==> src/rtl/eth_tx_arbiter.sv <==
// eth_tx_arbiter
// Two-port round-robin transmit arbiter feeding a preamble inserter.
// A granted requester's bytes are forwarded with one cycle of latency.
// Frames longer than MAX_BYTES are truncated. After every frame the
// block holds off new grants for the interframe gap plus the preamble.
//
// Ports:
//   i_clk                        clock, rising edge
//   i_rst                        asynchronous active-high reset
//   i_req[1:0]                   frame request, bit n = requester n
//   o_gnt[1:0]                   one-hot grant
//   i_data0/i_data_valid0        requester 0 byte stream
//   i_data1/i_data_valid1        requester 1 byte stream
//   o_data/o_data_valid          forwarded byte stream (o_data is 0 when not valid)
//   o_busy                       high whenever the FSM is not in IDLE
//   o_oversize                   one-cycle pulse when a frame is truncated
//
// state | meaning
// IDLE  | waiting for a request; the grant is issued on the leaving edge
// GRANT | grant held, waiting for the first valid byte (bounded by GNT_TIMEOUT)
// SEND  | forwarding the granted stream, counting bytes
// DRAIN | frame truncated; discarding bytes until valid falls
// GAP   | grant released; counting down the interframe gap plus preamble
module eth_tx_arbiter #(
  parameter int IFG_BYTES   = 12,
  parameter int PRE_BYTES   = 8,
  parameter int GNT_TIMEOUT = 16,
  parameter int MAX_BYTES   = 1518
) (
  input  logic       i_clk,
  input  logic       i_rst,
  input  logic [1:0] i_req,
  output logic [1:0] o_gnt,
  input  logic [7:0] i_data0,
  input  logic       i_data_valid0,
  input  logic [7:0] i_data1,
  input  logic       i_data_valid1,
  output logic [7:0] o_data,
  output logic       o_data_valid,
  output logic       o_busy,
  output logic       o_oversize
);

  localparam logic [15:0] GAP_LOAD = 16'(IFG_BYTES + PRE_BYTES);
  localparam logic [15:0] TMO_LOAD = 16'(GNT_TIMEOUT - 1);
  localparam logic [15:0] MAX_CNT  = 16'(MAX_BYTES);

  typedef enum logic [2:0] {
    ST_IDLE,
    ST_GRANT,
    ST_SEND,
    ST_DRAIN,
    ST_GAP
  } state_t;

  state_t      r_state;
  logic [1:0]  r_gnt;
  logic [7:0]  r_data;
  logic        r_data_valid;
  logic        r_busy;
  logic        r_oversize;
  logic        r_sel;      // index of the granted requester
  logic        r_last;     // last served requester; reset value 1 favours requester 0
  logic [15:0] r_byte_cnt;
  logic [15:0] r_gap_cnt;
  logic [15:0] r_tmo_cnt;

  logic        w_gvalid;
  logic [7:0]  w_gdata;
  logic        w_winner;

  // Only the granted stream is ever looked at.
  assign w_gvalid = r_sel ? i_data_valid1 : i_data_valid0;
  assign w_gdata  = r_sel ? i_data1 : i_data0;

  // With both requesting, the one not served last wins.
  assign w_winner = (i_req == 2'b11) ? ~r_last : i_req[1];

  always_ff @(posedge i_clk or posedge i_rst) begin
    if (i_rst) begin
      r_state      <= ST_IDLE;
      r_gnt        <= 2'b00;
      r_data       <= 8'h00;
      r_data_valid <= 1'b0;
      r_busy       <= 1'b0;
      r_oversize   <= 1'b0;
      r_sel        <= 1'b0;
      r_last       <= 1'b1;
      r_byte_cnt   <= 16'd0;
      r_gap_cnt    <= 16'd0;
      r_tmo_cnt    <= 16'd0;
    end else begin
      r_data       <= 8'h00;
      r_data_valid <= 1'b0;
      r_oversize   <= 1'b0;
      case (r_state)
        ST_IDLE: begin
          if (|i_req) begin
            r_sel     <= w_winner;
            r_last    <= w_winner;
            r_gnt     <= w_winner ? 2'b10 : 2'b01;
            r_tmo_cnt <= TMO_LOAD;
            r_busy    <= 1'b1;
            r_state   <= ST_GRANT;
          end
        end
        ST_GRANT: begin
          if (w_gvalid) begin
            r_data       <= w_gdata;
            r_data_valid <= 1'b1;
            r_byte_cnt   <= 16'd1;
            r_state      <= ST_SEND;
          end else if (r_tmo_cnt == 16'd0) begin
            r_gnt   <= 2'b00;
            r_busy  <= 1'b0;
            r_state <= ST_IDLE;
          end else begin
            r_tmo_cnt <= r_tmo_cnt - 16'd1;
          end
        end
        ST_SEND: begin
          if (!w_gvalid) begin
            r_gnt     <= 2'b00;
            r_gap_cnt <= GAP_LOAD;
            r_state   <= ST_GAP;
          end else if (r_byte_cnt == MAX_CNT) begin
            r_oversize <= 1'b1;
            r_state    <= ST_DRAIN;
          end else begin
            r_data       <= w_gdata;
            r_data_valid <= 1'b1;
            r_byte_cnt   <= r_byte_cnt + 16'd1;
          end
        end
        ST_DRAIN: begin
          if (!w_gvalid) begin
            r_gnt     <= 2'b00;
            r_gap_cnt <= GAP_LOAD;
            r_state   <= ST_GAP;
          end
        end
        ST_GAP: begin
          // Leaving on the edge the count reaches zero keeps o_busy high
          // for exactly IFG_BYTES+PRE_BYTES cycles after the grant drops.
          if (r_gap_cnt <= 16'd1) begin
            r_gap_cnt  <= 16'd0;
            r_byte_cnt <= 16'd0;
            r_busy     <= 1'b0;
            r_state    <= ST_IDLE;
          end else begin
            r_gap_cnt <= r_gap_cnt - 16'd1;
          end
        end
        default: begin
          r_gnt   <= 2'b00;
          r_busy  <= 1'b0;
          r_state <= ST_IDLE;
        end
      endcase
    end
  end

  assign o_gnt        = r_gnt;
  assign o_data       = r_data;
  assign o_data_valid = r_data_valid;
  assign o_busy       = r_busy;
  assign o_oversize   = r_oversize;

endmodule

==> config.mk <==
export PLATFORM = sky130hd
export DESIGN_NAME = eth_tx_arbiter
export DESIGN_NICKNAME = d
export VERILOG_FILES = /design/src/rtl/eth_tx_arbiter.sv
export SDC_FILE = /design/constraint.sdc
export NUM_CORES = 1
export LEC_CHECK = 0
export ABC_AREA = 1
export BUFFER_PORTS_ARGS = -buffer_cell sky130_fd_sc_hd__buf_2
export CAP_MARGIN = 20
export CORE_ASPECT_RATIO = 0.8
export CORE_MARGIN = 8
export CORE_UTILIZATION = 45
export CTS_BUF_LIST = sky130_fd_sc_hd__clkbuf_8
export DETAILED_ROUTE_END_ITERATION = 12
export PLACE_DENSITY = 0.71
export SLEW_MARGIN = 25
export SYNTH_ARGS = -nofsm -noshare
export SYNTH_HDL_FRONTEND = slang
export SYNTH_SLANG_ARGS = --single-unit
==> constraint.sdc <==
create_clock -name i_clk -period 2.8 [get_ports i_clk]
set_clock_uncertainty 0.05 [all_clocks]
set_input_delay 0.56 -clock i_clk [delete_from_list [all_inputs] [get_ports i_clk]]
set_output_delay 0.56 -clock i_clk [all_outputs]
set_load 0.01 [all_outputs]
# Word-level counts from Yosys, hierarchy flattened
# Index checks and enable logic that the tools add are counted.
# word_totals
reg_bits	66
latch_bits	0
ramBits	0
rom_bits	0
in_bits	22
out_inout_bits	13
wordCells	95
memories	0
# op_classes
add_sub_neg	3
n_mul	0
div_mod_pow	0
magnitude_cmp	1
n_eq_ne	18
n_shift	0
n_mux	45
n_bitwise	3
n_reduce_logical	14
# op_table
op	count
$mux W16	9
$pmux W16 S2	2
$pmux W16 S3	1
$mux W8	4
$sub A16 B1 Y16 const B	2
$mux W3	7
$ne A2 B2 Y1 const B	10
$reduce_and A5 Y1	4
$add A16 B1 Y16 const B	1
$eq A16 B11 Y1 const B	1
$le A16 B1 Y1 const B	1
$logic_not A16 Y1	1
$pmux W8 S2	1
$pmux W3 S5	1
$mux W1	12
$mux W2	5
$pmux W2 S4	1
$eq A3 B2 Y1 const B	2
$ne A3 B3 Y1 const B	2
$pmux W1 S4	1
$reduce_and A2 Y1	2
$reduce_and A4 Y1	1
$reduce_bool A2 Y1	2
$reduce_or A2 Y1	2
other kinds (7)	9

# Logic depth before layout (Yosys ltp)
# Gate-level depths: netlist of the first run.
# depth
ltp_word	5
ltp_mapped	13
ltp_nobuf	12

# Least setup slack after synthesis of the first run
# Ideal clock, no wire load.
# synth_timing
kind	reg-to-reg
startpoint	reg r_gap_cnt[0]
endpoint	reg r_byte_cnt[3]
setup_ns	0.065
arrival_ns	1.585
path_slack_ns	1.100
stages_incl_launch_ff	14
period_less_slack_ns	1.700
cell_sequence	dfrtp_1 > inv_1 > ha_1 > inv_1 > nand2_1 > nand2_1 > nor2_1 > nand2_1 > nand2_1 > nand2_1 > nor2_4 > buf_6 > nand2_1 > nand2_1
# synth_between
elab_chain_cells	3
# synth_rtl
item	line	rtl
start: declaration	65	logic [15:0] r_gap_cnt;
start signal: assignment	151	r_gap_cnt <= r_gap_cnt - 16'd1;
$le A16 B1 Y1	145	if (r_gap_cnt <= 16'd1) begin
$ne A2 B2 Y1 (no source line)	-	
$reduce_and A5 Y1 (no source line)	-	
end signal: assignment	132	r_byte_cnt <= r_byte_cnt + 16'd1;
end: declaration	64	logic [15:0] r_byte_cnt;
# Every way passes these cells.
# A chain may end at the register's enable or synchronous reset.

# Worst setup path in the final report of the first run
# layout_timing
startpoint	reg r_sel
endpoint	reg r_gap_cnt[12]
# layout_between
elab_chain_cells	3
# layout_rtl
item	line	rtl
start: declaration	62	logic r_sel;
start signal: assignment	99	r_sel <= w_winner;
$mux W1	73	assign w_gvalid = r_sel ? i_data_valid1 : i_data_valid0;
$ne A2 B2 Y1 (no source line)	-	
$reduce_and A2 Y1 (no source line)	-	
# Every way passes these cells.

==> results.cfg, run 1 <==
[placed_design]
dp_hpwl_um = 6466
gp_congestion = 0.9152
place_inst = 752
io_buffers = 34

[flow_run]
maxCapViolations = 0

[grt]
overflow = 0
groute.usage.overall_pct = 15.84
grt_pass1_wl_um = 15970
grt_pass1_vias = 3534
antenna_found_initial = 0
grt_max_degree = 67

[drt]
drt-initial-drc-count = 188
dr_total_vias = 3730
dr.pass1.iters = 4
wl_per_cell_um = 11.57
ant_nets = 0
via_per_inst = 4.857
wl_um = 8889
drc = 0

[timing]
slew_headroom_pct = 66.99
hold_viol = 0
grt_setup_unrepaired = false
slew_violations = 0
setup_viol = 0
finalCriticalPeriod_ns = 2.094
clock.fmax_mhz = 477.5
fin_setup_tns_ns = 0
tightest_slew_ns = 0.4914
min_period_over_period_pct = 74.80

[clock_tree]
cts_made_buffers = 9
cts.sinks = 66
cts-root-buf = clkbuf_8
postCtsResizedCells = 0
post_cts_buffers = 0
htree_levels = 3
cts_buffer_depth = 2
tritoncts = done
path_clk_slew_ns = 0.08
clkLatencyLatePin_ns = 0.35
postCtsHoldBufs = 0

[critical_path]
cp-startpoint = r_sel
path_max_fanout = 12
critPathLaunchType = flip-flop
worst_setup_path_end_kind = flip-flop
required_ns = 3.03
crit_slowest_cell = dfrtp_1
crit_path_frequent_cell = nand2_1
crit_type = reg2reg
rr_startpoint = r_sel
cp_cell_sequence = o21ai_0 > nand2_1 > nand2_1 > inv_1 > o21bai_1 > nand2_1 > nor2_1
max_stage_delay_ns = 0.51
cp.arrival_ns = 2.33

[layout]
finalNetCount = 676
final_cells = 768
final_layout_size_suffix_gt1_share_pct = 11.64
final_util_pct = 51.47
syn_to_final_growth_pct = 12.82
antenna_cells = 0

[synth]
yosys_warnings = 0
synth.net_count = 636
ys_ff_latch = 66
syn-cell-area_sq_um = 4070
synth_enable_flop_cells = 0
seq_area_frac_synth_pct = 40.61
synth_ff_type = dfrtp_1
synthCells = 608
avgSynthCellArea_sq_um = 6.694
synth_cell_types = 32
async_flop_share_pct = 100.0

[pwr]
power_per_cell_area_nw_per_um2 = 952.3
vdd_drop_max_v = 0.0004419
power_leakage_nw = 2.405

[run_status]
outcome = finished clean

[floorplan]
die_height_um = 101.1
fp.dieW_um = 122.3
ios = 35
dieArea_sq_um = 12360
core-area_sq_um = 8921
start_util_pct = 45.62
placementRows = 31

[worst_hold_path]
hp-class = in2async
final timing paths:
| check | endpoint | slack [ns] | cells after the start |
|---|---|---|---|
| min | r_tmo_cnt[2] | 0.22 | 3 |
| max in group asynchronous | r_last | 2.16 | 3 |
| max reg2reg | r_gap_cnt[12] | 0.71 | 7 |
| min reg2reg | r_last | 0.41 | 2 |
| max | r_gap_cnt[12] | 0.71 | 7 |
| min in group i_clk | o_data[2] | 0.39 | 3 |
cells in the mapped netlist (6+ instances only):
library cell | n | area share [%]
inv_1 | 57 | 5.3
buf_2 | 6 | 0.74
o21ai_1 | 14 | 1.7
dfrtp_1 | 65 | 40
xor2_1 | 14 | 3.0
nand3_1 | 33 | 4.1
ha_1 | 6 | 1.8
o21ai_0 | 14 | 1.7
inv_2 | 7 | 0.65
a21oi_1 | 12 | 1.5
nor2_1 | 101 | 9.3
nand2_1 | 236 | 22
cell usage in the layout (no fill, tap or decap), types with 3 or more instances in the layout:
master / Yosys / layout
a21oi_1: 12 / 12
buf_2: 6 / 34
buf_4: 1 / 4
clkbuf_8: 0 / 11
dfrtp_1: 65 / 65
ha_1: 6 / 6
inv_1: 57 / 56
inv_2: 7 / 8
nand2_1: 236 / 236
nand3_1: 33 / 33
nand4_1: 5 / 5
nor2_1: 101 / 101
nor2_4: 3 / 3
nor3_1: 3 / 3
nor3b_1: 3 / 3
o21ai_0: 14 / 14
o21ai_1: 14 / 14
o22ai_1: 5 / 5
or2_2: 5 / 5
xor2_1: 14 / 14
routing by layer:
layer	global-route usage [%]	wire [um]
met2	23.95	3759
met3	5.263	534
met5	0	0
met4	4.860	104
met1	20.89	4490
metrics by stage:
step | area (sq um) | hold WS (ns) | setup WS (ns) | power [mW]
final | 4592 | 0.2208 | 0.7056 | 4.373
after global routing | 4592 | 0.2393 | 0.4509 | 4.833
after CTS | 4592 | 0.2280 | 0.7059 | 4.401
after detailed placement | 4378 | 0.4026 | 0.6563 | 3.533
after global placement | 4378 | 0.4018 | 0.7270 | 3.500
after floorplan | 4070 | 0.3922 | 0.5368 | 3.073
cell families after synthesis:
kind of cell	share of synthesized area [%]
and+or+nand+nor	40.15
xor gates and xnor gates	3.443
adders and majority gates	1.844
AOI/OAI and AO/OA	6.671
buffers and inverters	7.286
DFF	40.61
power breakdown:
part,total [mW],leakage (nW),internal (mW),switching [mW]
Sequential,1.45,0.879,1.21,0.244
Clock,0.847,0.102,0.462,0.384
Combinational,2.07,1.42,0.682,1.39
Total,4.37,2.41,2.35,2.02
flip-flops by register name (all words and copies together) (netlist names), 2 cells and up:
register / cells
r_tmo_cnt: 16
r_gap_cnt: 16
o_gnt: 2
r_byte_cnt: 16
o_data: 8
r_state: 3
area by class of cell:
| class | instances | area (sq um) |
|---|---|---|
| Clock buffer | 11 | 151.4 |
| Clock inverter | 5 | 62.56 |
| Fill cell | 886 | 4329 |
| Inverter | 64 | 240.2 |
| Multi-Input combinational cell | 468 | 2121 |
| Sequential cell | 66 | 1653 |
| Tap cell | 115 | 143.9 |
| Timing Repair Buffer | 39 | 220.2 |
worst max-delay path, delay by kind of cell (launching register included):
family | cells | cell delay (ns)
and+or+nand+nor | 4 | 0.65
AOI/OAI and AO/OA | 2 | 0.57
DFF | 1 | 0.51
buffers and inverters | 1 | 0.25
Power figures use the tool's default switching activity.
==> run 2: changes to the inputs <==
- ABC_AREA: 1 -> 0
- clock period: 2.8 -> 2.2 ns (I/O delays scaled with it)
==> run 2 against run 1 <==
Net effect:
- the flow now finishes with violations (setup timing)
- non-clock buffer count is 47 higher
- critical path depth is 1 lower
- register-to-register slack worse by 0.72 ns
- setup slack lost 0.72 ns
- core utilization up 7.1 points
- via count shrank 19%
- cell count down 25%
- routed wire length shrank 5.7%
- hold slack worse by 0.10 ns
- power up 9.9%
- synthesized cell count decreased by 37%
- sequential share of layout area increased by 0.32 points
- largest power group unchanged
==> results.cfg, run 2 <==
[run_status]
outcome = finished with violations
failed_checks = setup timing

[clock_tree]
cts_made_buffers = 9
cts-root-buf = clkbuf_8
htree_levels = 3
cts.sinks = 66
path_clk_slew_ns = 0.07
tritoncts = done
clkLatencyLatePin_ns = 0.33
cts_buffer_depth = 2

[layout]
layout_commonest_cell = dfrtp_1
final_cells = 577
seqCellArea_sq_um = 1653
fill_cells = 692
final_area_sq_um = 4552
antenna_cells = 0
top_regs = r_byte_cnt x16, r_gap_cnt x16, r_tmo_cnt x16
final_layout_size_suffix_gt1_share_pct = 29.64
finalNetCount = 492
multi_input_area_sq_um = 1944
syn_to_final_growth_pct = 29.51
final_cell_mix = 65 x dfrtp_1, 59 x nor2_1, 45 x buf_4, 34 x buf_2, 29 x o21ai_0

[grt]
grt_max_degree = 67
grt_pass1_wl_um = 13960
groute.usage.overall_pct = 15.81
antenna_found_initial = 0
grt_pass1_vias = 2964
overflow = 0

[timing]
clock.fmax_mhz = 452.6
tightest_slew_ns = 0.5518
hold_viol = 0
grt_setup_unrepaired = true
finalCriticalPeriod_ns = 2.210
setup_viol = 3
min_period_over_period_pct = 100.4
slew_violations = 0
fin_ws_ns = -0.009643
slew_headroom_pct = 63.21

[drt]
dr.pass1.iters = 4
wl_um = 8383
drt-initial-drc-count = 137
dr_total_vias = 3033
via_per_inst = 5.256
ant_nets = 0
wl_per_cell_um = 14.53
drc = 0

[synth]
syn-cell-area_sq_um = 3515
seq_area_frac_synth_pct = 47.03
synth_area_leaders = dfrtp_1 46%, nor2_1 6.4%, o21ai_0 4.3%
yosys_warnings = 0
synthCells = 381
async_flop_share_pct = 100.0
yosysTopAreaCellShare_pct = 46.28
ys_ff_latch = 66
synth.most_common_cell = dfrtp_1
yosysTopAreaCell = dfrtp_1
ys_top_cells_by_count = 65 x dfrtp_1, 60 x nor2_1, 30 x nand2_1, 30 x o21ai_0, 17 x xor2_1
synth_enable_flop_cells = 0
synth_ff_type = dfrtp_1
avgSynthCellArea_sq_um = 9.225
synth.net_count = 409
synth_cell_types = 52

[floorplan]
die_height_um = 95.05
fp.dieW_um = 114.8
core-area_sq_um = 7765
ios = 35
dieArea_sq_um = 10910
placementRows = 29
start_util_pct = 45.26

[pwr]
vdd_drop_max_v = 0.0006392
power_leakage_nw = 2.135
fin_total_pwr_mw = 4.808
power_per_cell_area_nw_per_um2 = 1056

[critical_path]
required_ns = 2.40
critPathLaunchType = flip-flop
cp.arrival_ns = 2.41
worst_setup_path_end_kind = flip-flop
crit_type = reg2reg
path_max_fanout = 6

[worst_hold_path]
hp-class = in2async

[placed_design]
dp_hpwl_um = 5487
gp_congestion = 0.8292
io_buffers = 34
place_inst = 551
dpl-instance-area_sq_um = 4115

[flow_run]
maxCapViolations = 0
## run 2: cell types whose count changed in the layout (fill, tap and decap cells not counted), moves of 8 or more
cell,change
nand2_1,-208
inv_1,-46
nor2_1,-42
buf_4,+41
nand3_1,-18
o21ai_0,+15
o21ai_1,-12
mux2i_1,+8
nor2b_1,+8
## run 2: cell type report
type	instances	share of cell area, %
Clock buffer	9	2.721
Clock inverter	7	1.209
Inverter	9	0.7971
Multi-Input combinational cell	292	42.72
Sequential cell	66	36.31
Tap cell	108	2.969
Timing Repair Buffer	86	13.28
## run 2: metrics by stage
step | util, % | hold slack (ns) | TNS (ns) | setup WS [ns]
final | 58.62 | 0.1205 | -0.01816 | -0.009643
after global routing | 58.62 | 0.1391 | -1.070 | -0.08823
after CTS | 56.07 | 0.1237 | 0 | 0.0006912
after detailed placement | 53.00 | 0.4226 | -1.403 | -0.2192
after global placement | 53.00 | 0.4094 | -0.7788 | -0.1638
after floorplan | - | 0.4015 | 0 | 0.01167
## run 2: what timing repair did
action,4_1_cts,5_1_grt
cloned,1,0
hold buffers,0,0
pin swaps,6,10
gates resized for setup,5,35
endpoints found under the setup margin,24,39
buffers inserted,3,7
## run 2: path summary, 6_finish.rpt
kind | from | endpoint | slack [ns] | cells after the start
max in group asynchronous | i_rst | r_last | 1.68 | 3
min | i_rst | r_sel | 0.12 | 3
max | r_sel | r_tmo_cnt[11] | -0.01 | 6
min in group i_clk | i_data0[1] | o_data[1] | 0.30 | 3
min reg2reg | o_gnt[1] | o_gnt[1] | 0.43 | 1
max reg2reg | r_sel | r_tmo_cnt[11] | -0.01 | 6
## run 2: cells by family (layout without fill, tap and decap cells)
family	Yosys count	after routing	share of synthesized area, %
AOI/OAI and AO/OA	74	75	13.42
xor gates and xnor gates	22	22	5.482
adders and majority gates	6	6	2.136
buffers and inverters	24	111	3.061
DFF	66	66	47.03
muxes	10	10	2.990
and+or+nand+nor	179	179	25.88
## run 2: metal layers
metal	global-route usage, %	vias up	wire (um)
li1	-	1517	-
met1	20.59	1445	3876
met2	25.40	64	4022
met3	4.051	7	386
met4	5.125	0	98
met5	0	-	0
## run 2: critical path: stages, from the launching register on
cell and delay (ns):
dfrtp_1 0.39, mux2_4 0.32, a2111o_1 0.40, a41oi_4 0.29
nand3_1 0.14, or3_1 0.35, a21oi_1 0.19
## run 2: power breakdown
part	internal, mW	leakage (nW)	total (mW)	switching [mW]
Combinational	1.00	1.16	2.23	1.22
Clock	0.504	0.108	0.949	0.446
Sequential	1.44	0.871	1.63	0.191
